`config.mk`:
```
export PLATFORM = sky130hd
export DESIGN_NAME = hazard_stall_controller_flat
export DESIGN_NICKNAME = d
export VERILOG_FILES = /design/src/rtl/hazard_stall_controller_if.sv /design/src/rtl/hazard_stall_controller.sv /design/src/flat_wrapper.sv
export SDC_FILE = /design/constraint.sdc
export NUM_CORES = 1
export LEC_CHECK = 0
export CAP_MARGIN = 20
export CORE_ASPECT_RATIO = 1.5
export CORE_MARGIN = 1
export CORE_UTILIZATION = 40
export CTS_CLUSTER_SIZE = 8
export DETAILED_ROUTE_END_ITERATION = 6
export PLACE_DENSITY = 0.68
export SYNTH_ARGS = -nofsm -noshare
export SYNTH_HDL_FRONTEND = slang
export SYNTH_SLANG_ARGS = --single-unit
```
`constraint.sdc`:
```
create_clock -name clk -period 3 [get_ports clk]
set_clock_uncertainty 0.15 [all_clocks]
set_input_delay 0.3 -clock clk [delete_from_list [all_inputs] [get_ports clk]]
set_output_delay 0.3 -clock clk [all_outputs]
set_load 0.03 [all_outputs]
```
`src/rtl/hazard_stall_controller_if.sv`:
```
// Hazard-detection inputs and pipeline-control outputs of the stall/flush sequencer.
// The master side is the controller and the slave side is the pipeline.
interface hazard_stall_controller_if #(
    parameter int unsigned CNT_W = 16
);
    logic [4:0]       if_id_rs1;
    logic [4:0]       if_id_rs2;
    logic             id_uses_rs1;
    logic             id_uses_rs2;
    logic             id_ex_mem_read;
    logic [4:0]       id_ex_rd;
    logic             ex_branch_taken;
    logic             mem_busy;

    logic             pc_write;
    logic             if_id_write;
    logic             if_id_flush;
    logic             id_ex_write;
    logic             id_ex_flush;
    logic             ex_mem_write;
    logic             mem_wb_write;
    logic [CNT_W-1:0] stall_cnt;
    logic [CNT_W-1:0] flush_cnt;
    logic             mem_timeout_err;

    modport master (
        input  if_id_rs1, if_id_rs2, id_uses_rs1, id_uses_rs2,
               id_ex_mem_read, id_ex_rd, ex_branch_taken, mem_busy,
        output pc_write, if_id_write, if_id_flush, id_ex_write, id_ex_flush,
               ex_mem_write, mem_wb_write, stall_cnt, flush_cnt, mem_timeout_err
    );

    modport slave (
        output if_id_rs1, if_id_rs2, id_uses_rs1, id_uses_rs2,
               id_ex_mem_read, id_ex_rd, ex_branch_taken, mem_busy,
        input  pc_write, if_id_write, if_id_flush, id_ex_write, id_ex_flush,
               ex_mem_write, mem_wb_write, stall_cnt, flush_cnt, mem_timeout_err
    );
endinterface

```
`src/rtl/hazard_stall_controller.sv`:
```
// Stall/flush sequencer for the 5-stage pipeline: load-use, taken-branch redirect,
// data-memory wait freeze with timeout, plus saturating stall/flush counters.
module hazard_stall_controller #(
    parameter int unsigned MEM_TIMEOUT = 64,
    parameter int unsigned CNT_W       = 16
) (
    input  logic                    clk,
    input  logic                    rst_n,
    hazard_stall_controller_if.master bus
);
    localparam int unsigned WAIT_W = $clog2(MEM_TIMEOUT + 1);

    typedef enum logic [1:0] {
        RUN      = 2'd0,
        MEM_WAIT = 2'd1,
        ERROR    = 2'd2
    } state_e;

    state_e            state_q, state_d;
    logic [WAIT_W-1:0] wait_q, wait_d;
    logic [WAIT_W:0]   wait_inc;
    logic [CNT_W-1:0]  stall_cnt_q, stall_cnt_d;
    logic [CNT_W-1:0]  flush_cnt_q, flush_cnt_d;
    logic              err_q, err_d;
    logic              load_use;
    logic              stall_inc, flush_inc;

    always_comb begin
        load_use = bus.id_ex_mem_read && (bus.id_ex_rd != 5'd0) &&
                   ((bus.id_uses_rs1 && (bus.id_ex_rd == bus.if_id_rs1)) ||
                    (bus.id_uses_rs2 && (bus.id_ex_rd == bus.if_id_rs2)));
    end

    assign wait_inc = {1'b0, wait_q} + 1'b1;

    always_comb begin
        state_d          = state_q;
        wait_d           = wait_q;
        err_d            = err_q;
        stall_inc        = 1'b0;
        flush_inc        = 1'b0;
        bus.pc_write     = 1'b1;
        bus.if_id_write  = 1'b1;
        bus.if_id_flush  = 1'b0;
        bus.id_ex_write  = 1'b1;
        bus.id_ex_flush  = 1'b0;
        bus.ex_mem_write = 1'b1;
        bus.mem_wb_write = 1'b1;

        if (state_q == ERROR) begin
            bus.pc_write     = 1'b0;
            bus.if_id_write  = 1'b0;
            bus.id_ex_write  = 1'b0;
            bus.ex_mem_write = 1'b0;
            bus.mem_wb_write = 1'b0;
        end else if (bus.mem_busy) begin
            // wait_q is zero in RUN, so the entry cycle counts as the first wait cycle
            bus.pc_write     = 1'b0;
            bus.if_id_write  = 1'b0;
            bus.id_ex_write  = 1'b0;
            bus.ex_mem_write = 1'b0;
            bus.mem_wb_write = 1'b0;
            stall_inc        = 1'b1;
            state_d          = MEM_WAIT;
            wait_d           = wait_inc[WAIT_W-1:0];
            if (wait_inc >= (WAIT_W + 1)'(MEM_TIMEOUT)) begin
                state_d = ERROR;
                err_d   = 1'b1;
            end
        end else begin
            state_d = RUN;
            wait_d  = '0;
            if (bus.ex_branch_taken) begin
                bus.if_id_flush = 1'b1;
                bus.id_ex_flush = 1'b1;
                flush_inc       = 1'b1;
            end else if (load_use) begin
                bus.pc_write    = 1'b0;
                bus.if_id_write = 1'b0;
                bus.id_ex_flush = 1'b1;
                stall_inc       = 1'b1;
            end
        end

        // Reset overrides everything so the pipeline fills with NOPs/bubbles at once
        if (!rst_n) begin
            bus.pc_write     = 1'b0;
            bus.if_id_write  = 1'b0;
            bus.if_id_flush  = 1'b1;
            bus.id_ex_write  = 1'b0;
            bus.id_ex_flush  = 1'b1;
            bus.ex_mem_write = 1'b0;
            bus.mem_wb_write = 1'b0;
        end
    end

    always_comb begin
        stall_cnt_d = stall_cnt_q;
        flush_cnt_d = flush_cnt_q;
        if (stall_inc && (stall_cnt_q != '1)) begin
            stall_cnt_d = stall_cnt_q + 1'b1;
        end
        if (flush_inc && (flush_cnt_q != '1)) begin
            flush_cnt_d = flush_cnt_q + 1'b1;
        end
    end

    always_ff @(posedge clk or negedge rst_n) begin
        if (!rst_n) begin
            state_q     <= RUN;
            wait_q      <= '0;
            err_q       <= 1'b0;
            stall_cnt_q <= '0;
            flush_cnt_q <= '0;
        end else begin
            state_q     <= state_d;
            wait_q      <= wait_d;
            err_q       <= err_d;
            stall_cnt_q <= stall_cnt_d;
            flush_cnt_q <= flush_cnt_d;
        end
    end

    assign bus.stall_cnt       = stall_cnt_q;
    assign bus.flush_cnt       = flush_cnt_q;
    assign bus.mem_timeout_err = err_q;
endmodule

```
`src/flat_wrapper.sv`:
```
// flat-port wrapper written by rule: the top's interface ports become plain ports
module hazard_stall_controller_flat 
#(
    parameter int unsigned MEM_TIMEOUT = 64,
    parameter int unsigned CNT_W       = 16
)
  (clk, rst_n, bus_if_id_rs1, bus_if_id_rs2, bus_id_uses_rs1, bus_id_uses_rs2, bus_id_ex_mem_read, bus_id_ex_rd, bus_ex_branch_taken, bus_mem_busy, bus_pc_write, bus_if_id_write, bus_if_id_flush, bus_id_ex_write, bus_id_ex_flush, bus_ex_mem_write, bus_mem_wb_write, bus_stall_cnt, bus_flush_cnt, bus_mem_timeout_err);
  hazard_stall_controller_if #(.CNT_W(CNT_W)) bus_i ();
  input  logic clk;
  input  logic rst_n;
  input wire logic [$bits(bus_i.if_id_rs1)-1:0] bus_if_id_rs1;
  input wire logic [$bits(bus_i.if_id_rs2)-1:0] bus_if_id_rs2;
  input wire logic [$bits(bus_i.id_uses_rs1)-1:0] bus_id_uses_rs1;
  input wire logic [$bits(bus_i.id_uses_rs2)-1:0] bus_id_uses_rs2;
  input wire logic [$bits(bus_i.id_ex_mem_read)-1:0] bus_id_ex_mem_read;
  input wire logic [$bits(bus_i.id_ex_rd)-1:0] bus_id_ex_rd;
  input wire logic [$bits(bus_i.ex_branch_taken)-1:0] bus_ex_branch_taken;
  input wire logic [$bits(bus_i.mem_busy)-1:0] bus_mem_busy;
  output wire logic [$bits(bus_i.pc_write)-1:0] bus_pc_write;
  output wire logic [$bits(bus_i.if_id_write)-1:0] bus_if_id_write;
  output wire logic [$bits(bus_i.if_id_flush)-1:0] bus_if_id_flush;
  output wire logic [$bits(bus_i.id_ex_write)-1:0] bus_id_ex_write;
  output wire logic [$bits(bus_i.id_ex_flush)-1:0] bus_id_ex_flush;
  output wire logic [$bits(bus_i.ex_mem_write)-1:0] bus_ex_mem_write;
  output wire logic [$bits(bus_i.mem_wb_write)-1:0] bus_mem_wb_write;
  output wire logic [$bits(bus_i.stall_cnt)-1:0] bus_stall_cnt;
  output wire logic [$bits(bus_i.flush_cnt)-1:0] bus_flush_cnt;
  output wire logic [$bits(bus_i.mem_timeout_err)-1:0] bus_mem_timeout_err;
  assign bus_i.if_id_rs1 = bus_if_id_rs1;
  assign bus_i.if_id_rs2 = bus_if_id_rs2;
  assign bus_i.id_uses_rs1 = bus_id_uses_rs1;
  assign bus_i.id_uses_rs2 = bus_id_uses_rs2;
  assign bus_i.id_ex_mem_read = bus_id_ex_mem_read;
  assign bus_i.id_ex_rd = bus_id_ex_rd;
  assign bus_i.ex_branch_taken = bus_ex_branch_taken;
  assign bus_i.mem_busy = bus_mem_busy;
  assign bus_pc_write = bus_i.pc_write;
  assign bus_if_id_write = bus_i.if_id_write;
  assign bus_if_id_flush = bus_i.if_id_flush;
  assign bus_id_ex_write = bus_i.id_ex_write;
  assign bus_id_ex_flush = bus_i.id_ex_flush;
  assign bus_ex_mem_write = bus_i.ex_mem_write;
  assign bus_mem_wb_write = bus_i.mem_wb_write;
  assign bus_stall_cnt = bus_i.stall_cnt;
  assign bus_flush_cnt = bus_i.flush_cnt;
  assign bus_mem_timeout_err = bus_i.mem_timeout_err;
  hazard_stall_controller #(.MEM_TIMEOUT(MEM_TIMEOUT), .CNT_W(CNT_W)) u_core (.clk(clk), .rst_n(rst_n), .bus(bus_i));
endmodule
```
==> results.cfg <==
[critical_path]
endpoint_kind = output pin
cp_max_fo = 3
cp_dominant_cell_by_count = sky130_fd_sc_hd__clkdlybuf4s50_1
worst_path_max_delay_cell = sky130_fd_sc_hd__clkdlybuf4s50_1
critPathBufInv = 2
critical_path_data_arrival_time_ps = 2370
critical_path_class = input port to output pin
r2r_slack_ps = 970
worst_r2r_startpoint = u_core.bus.stall_cnt[0]
critPathMaxStageDelay_ps = 590
timing.critical_path.required_ps = 2550
worst-r2r-cell-count = 6
critical_path.startpoint_type = input port
cp_cell_sequence = clkdlybuf4s50_1, or4_1, o21ai_2, nor3_1, a21o_1, clkdlybuf4s50_1
crit-reg2reg-capture = u_core.bus.stall_cnt[1]
critical_path.top_delay_family = buffers and inverters

[clocking]
tritoncts = built
cts.repair.resized = 0
clkSlewWorstSetupHoldPaths_ps = 80
cts_buffer_depth = 2
cts.root.buffer_cell = sky130_fd_sc_hd__clkbuf_8
worst_skew_pair.late_latency_ps = 310
clock_tree.htree_level_count = 2
postCtsSetupRepairBufs = 0
cts-buffers-inserted = 5
clock-sinks = 42

[floorplan]
fp_rows = 32
die_w_um = 62.48
fp.dieH_um = 92.72
fp.dieArea_um2 = 5793
floorplan.initialDensity = 0.4216
core_footprint_um2 = 5205
ios = 62

[routing]
drcViolationCount = 0
detail_route.wl_per_cell_um = 13.81
vias_cell = 5.069
drt_iter0_markers = 76
finalWirelength_um = 4777
firstDrtPassIters = 4
route.vias.total = 1754
final_antenna_net_count = 0

[global_routing]
antenna_found_initial = 0
grt_pass1_wl_um = 7872
pin_count_of_the_biggest_net_entering_global_routing = 39
globalRouteTotalUtil = 0.1740
total_global_routing_overflow = 0
first_global_vias = 1738

[synth]
synthesis.instances = 209
synthesis.nets = 235
synth_async_sr_flop_share = 1.000
postSynthRegisterBits = 42
warnings_from_yosys = 0
synth_edf_count = 0
synth.area.top_cells = sky130_fd_sc_hd__dfrtp_1 (48%), sky130_fd_sc_hd__xnor2_1 (8.8%), sky130_fd_sc_hd__xor2_1 (7.2%)
synthDominantCellAreaShare = 0.4789
post_synth_instance_area_um2 = 2195
ys_seq_area_frac = 0.4789
dominantRegCellSynth = sky130_fd_sc_hd__dfrtp_1
syn-mean-instance-area_um2 = 10.50
synth_top_cell_by_area = sky130_fd_sc_hd__dfrtp_1
synth.distinct_cells = 40

[sta]
max_clock_freq_ghz = 0.3548
period_needed_ps = 2818
setup_repair_after_global_routing_missed_its_margin = false
final.setup.worst_slack_ps = 181.9
slew_viol_final = 0
hold_violations = 0
setup_viols_final = 0
timing.max_slew.rel_slack = 0.6858
finalSetupTns_ps = 0
worst_pin_slew_ps = 471.4
layout_worst_path_cycle_share = 0.9394

[power]
power.density_nw_per_um2 = 367.6
totalPowerFinal_mw = 1.096
vdd.ir_drop.worst_mv = 0.2435
power.leakage_nw = 1.256

[status]
status = completed

[final_layout]
layout.area.seq_um2 = 1051
antenna-diode-count = 0
finish.cell_count_without_fillers = 346
flow.area_growth_from_synthesis_pct = 35.80
num-fill-cells = 489
multi_input_comb_area_um2 = 1091
finish.net_count = 303
drive_gt1_frac = 0.1007
post_route_cell_area_um2 = 2980

[place]
dp_hpwl_um = 3539
placedCellCount = 337
dpl-instance-area_um2 = 2877
pre_cts_ws_ps = 176.9
port_buffers = 61
routabilityCongestion = 0.7594

[run]
cap_violations = 0

[worst_hold_path]
hold_class = input port to async pin
-- where the power goes --
group	total (mW)	switching [mW]	internal, mW
Sequential	0.586	0.0118	0.575
Combinational	0.124	0.0629	0.0609
Clock	0.385	0.217	0.168
-- synth_stat cells (2+ instances only) --
cell,n
sky130_fd_sc_hd__dfrtp_1,42
sky130_fd_sc_hd__nand2_1,22
sky130_fd_sc_hd__xnor2_1,22
sky130_fd_sc_hd__nand3_1,19
sky130_fd_sc_hd__xor2_1,18
sky130_fd_sc_hd__nor3_1,12
sky130_fd_sc_hd__nand4_1,8
sky130_fd_sc_hd__and3_1,6
sky130_fd_sc_hd__o21ai_0,5
sky130_fd_sc_hd__buf_4,4
sky130_fd_sc_hd__ha_1,4
sky130_fd_sc_hd__a21o_1,3
sky130_fd_sc_hd__a21oi_1,3
sky130_fd_sc_hd__nor2_1,3
sky130_fd_sc_hd__nor3b_1,3
sky130_fd_sc_hd__nor4_1,3
sky130_fd_sc_hd__a22o_1,2
sky130_fd_sc_hd__and2_1,2
sky130_fd_sc_hd__and4_1,2
sky130_fd_sc_hd__clkbuf_1,2
sky130_fd_sc_hd__mux2i_1,2
sky130_fd_sc_hd__nor2_2,2
sky130_fd_sc_hd__nor2b_1,2
sky130_fd_sc_hd__or4_1,2
-- kinds of logic (layout without fill, tap and decap cells) --
| kind of cell | Yosys count | in the layout | synth area share |
|---|---|---|---|
| muxes | 4 | 4 | 0.02109 |
| AOI/OAI and AO/OA | 20 | 20 | 0.06899 |
| buffers and inverters | 8 | 77 | 0.02395 |
| adders and majority gates | 4 | 4 | 0.02281 |
| xor gates and xnor gates | 40 | 40 | 0.1596 |
| DFF | 42 | 42 | 0.4789 |
| and+or+nand+nor | 91 | 91 | 0.2246 |
-- cell usage in the layout (no fill, tap or decap), drive strengths merged, types with 2 or more instances in the layout --
cell	n
a21o	3
a21oi	5
a22o	2
and2	2
and3	6
and4	2
buf	9
clkbuf	5
clkdlybuf4s50	58
dfrtp	42
ha	4
inv	2
mux2	2
mux2i	2
nand2	22
nand3	19
nand4	8
nor2	5
nor2b	2
nor3	12
nor3b	3
nor4	4
o21ai	6
or4	3
xnor2	22
xor2	18
-- per-layer routing --
metal  GRT usage  routed length, um  up-vias
met4     0.07946                122        0
met2      0.2980               2436       34
met3     0.03941                177        9
met1      0.2052               2040      843
li1            -                  -      868
met5           0                  0        -
-- worst max-delay path by stage --
stage | start | endpoint | slack (ps) | cells past startpoint
3_3_place_gp | bus_id_ex_rd[0] | bus_id_ex_flush | 220 | 6
6_report | bus_id_ex_rd[0] | bus_id_ex_flush | 180 | 6
5_1_grt | bus_id_ex_rd[0] | bus_id_ex_flush | 120 | 6
4_1_cts | bus_id_ex_rd[0] | bus_id_ex_flush | 170 | 6
3_5_place_dp | bus_id_ex_rd[0] | bus_id_ex_flush | 180 | 6
2_1_floorplan | bus_id_ex_rd[0] | bus_pc_write | 420 | 5
-- layout make-up --
type | count | area share
Clock buffer | 5 | 0.02309
Clock inverter | 3 | 0.008396
Multi-Input combinational cell | 159 | 0.3661
Timing Repair Buffer | 68 | 0.2200
Tap cell | 68 | 0.02855
Sequential cell | 42 | 0.3526
Inverter | 1 | 0.001259
-- per-stage QoR --
step / util / hold slack [ps]
after floorplan: - / -145.6
after global placement: 0.5526 / 0.1900
after detailed placement: 0.5526 / -2.313
after CTS: 0.5726 / 244.2
after global routing: 0.5726 / 252.6
final: 0.5726 / 240.2
-- sequential cells by signal (all words and copies together), names as in the netlist --
register,cells
u_core.bus.flush_cnt,16
u_core.state_q,2
u_core.bus.mem_timeout_err,1
u_core.bus.stall_cnt,16
u_core.wait_q,7
-- worst register-to-register path: stages (launching register included) --
cell and delay (ps):
sky130_fd_sc_hd__dfrtp_1 410, sky130_fd_sc_hd__ha_1 210, sky130_fd_sc_hd__nand4_1 240, sky130_fd_sc_hd__o41ai_2 330, sky130_fd_sc_hd__buf_4 220, sky130_fd_sc_hd__nor2_2 70, sky130_fd_sc_hd__mux2_4 310
-- timing repair --
item | 4_1_cts | 5_1_grt
setup endpoints to repair | 0 | 0
endpoints found under the hold margin | 4 | 0
hold buffers | 1 | 0
Power figures use the tool's default switching activity.
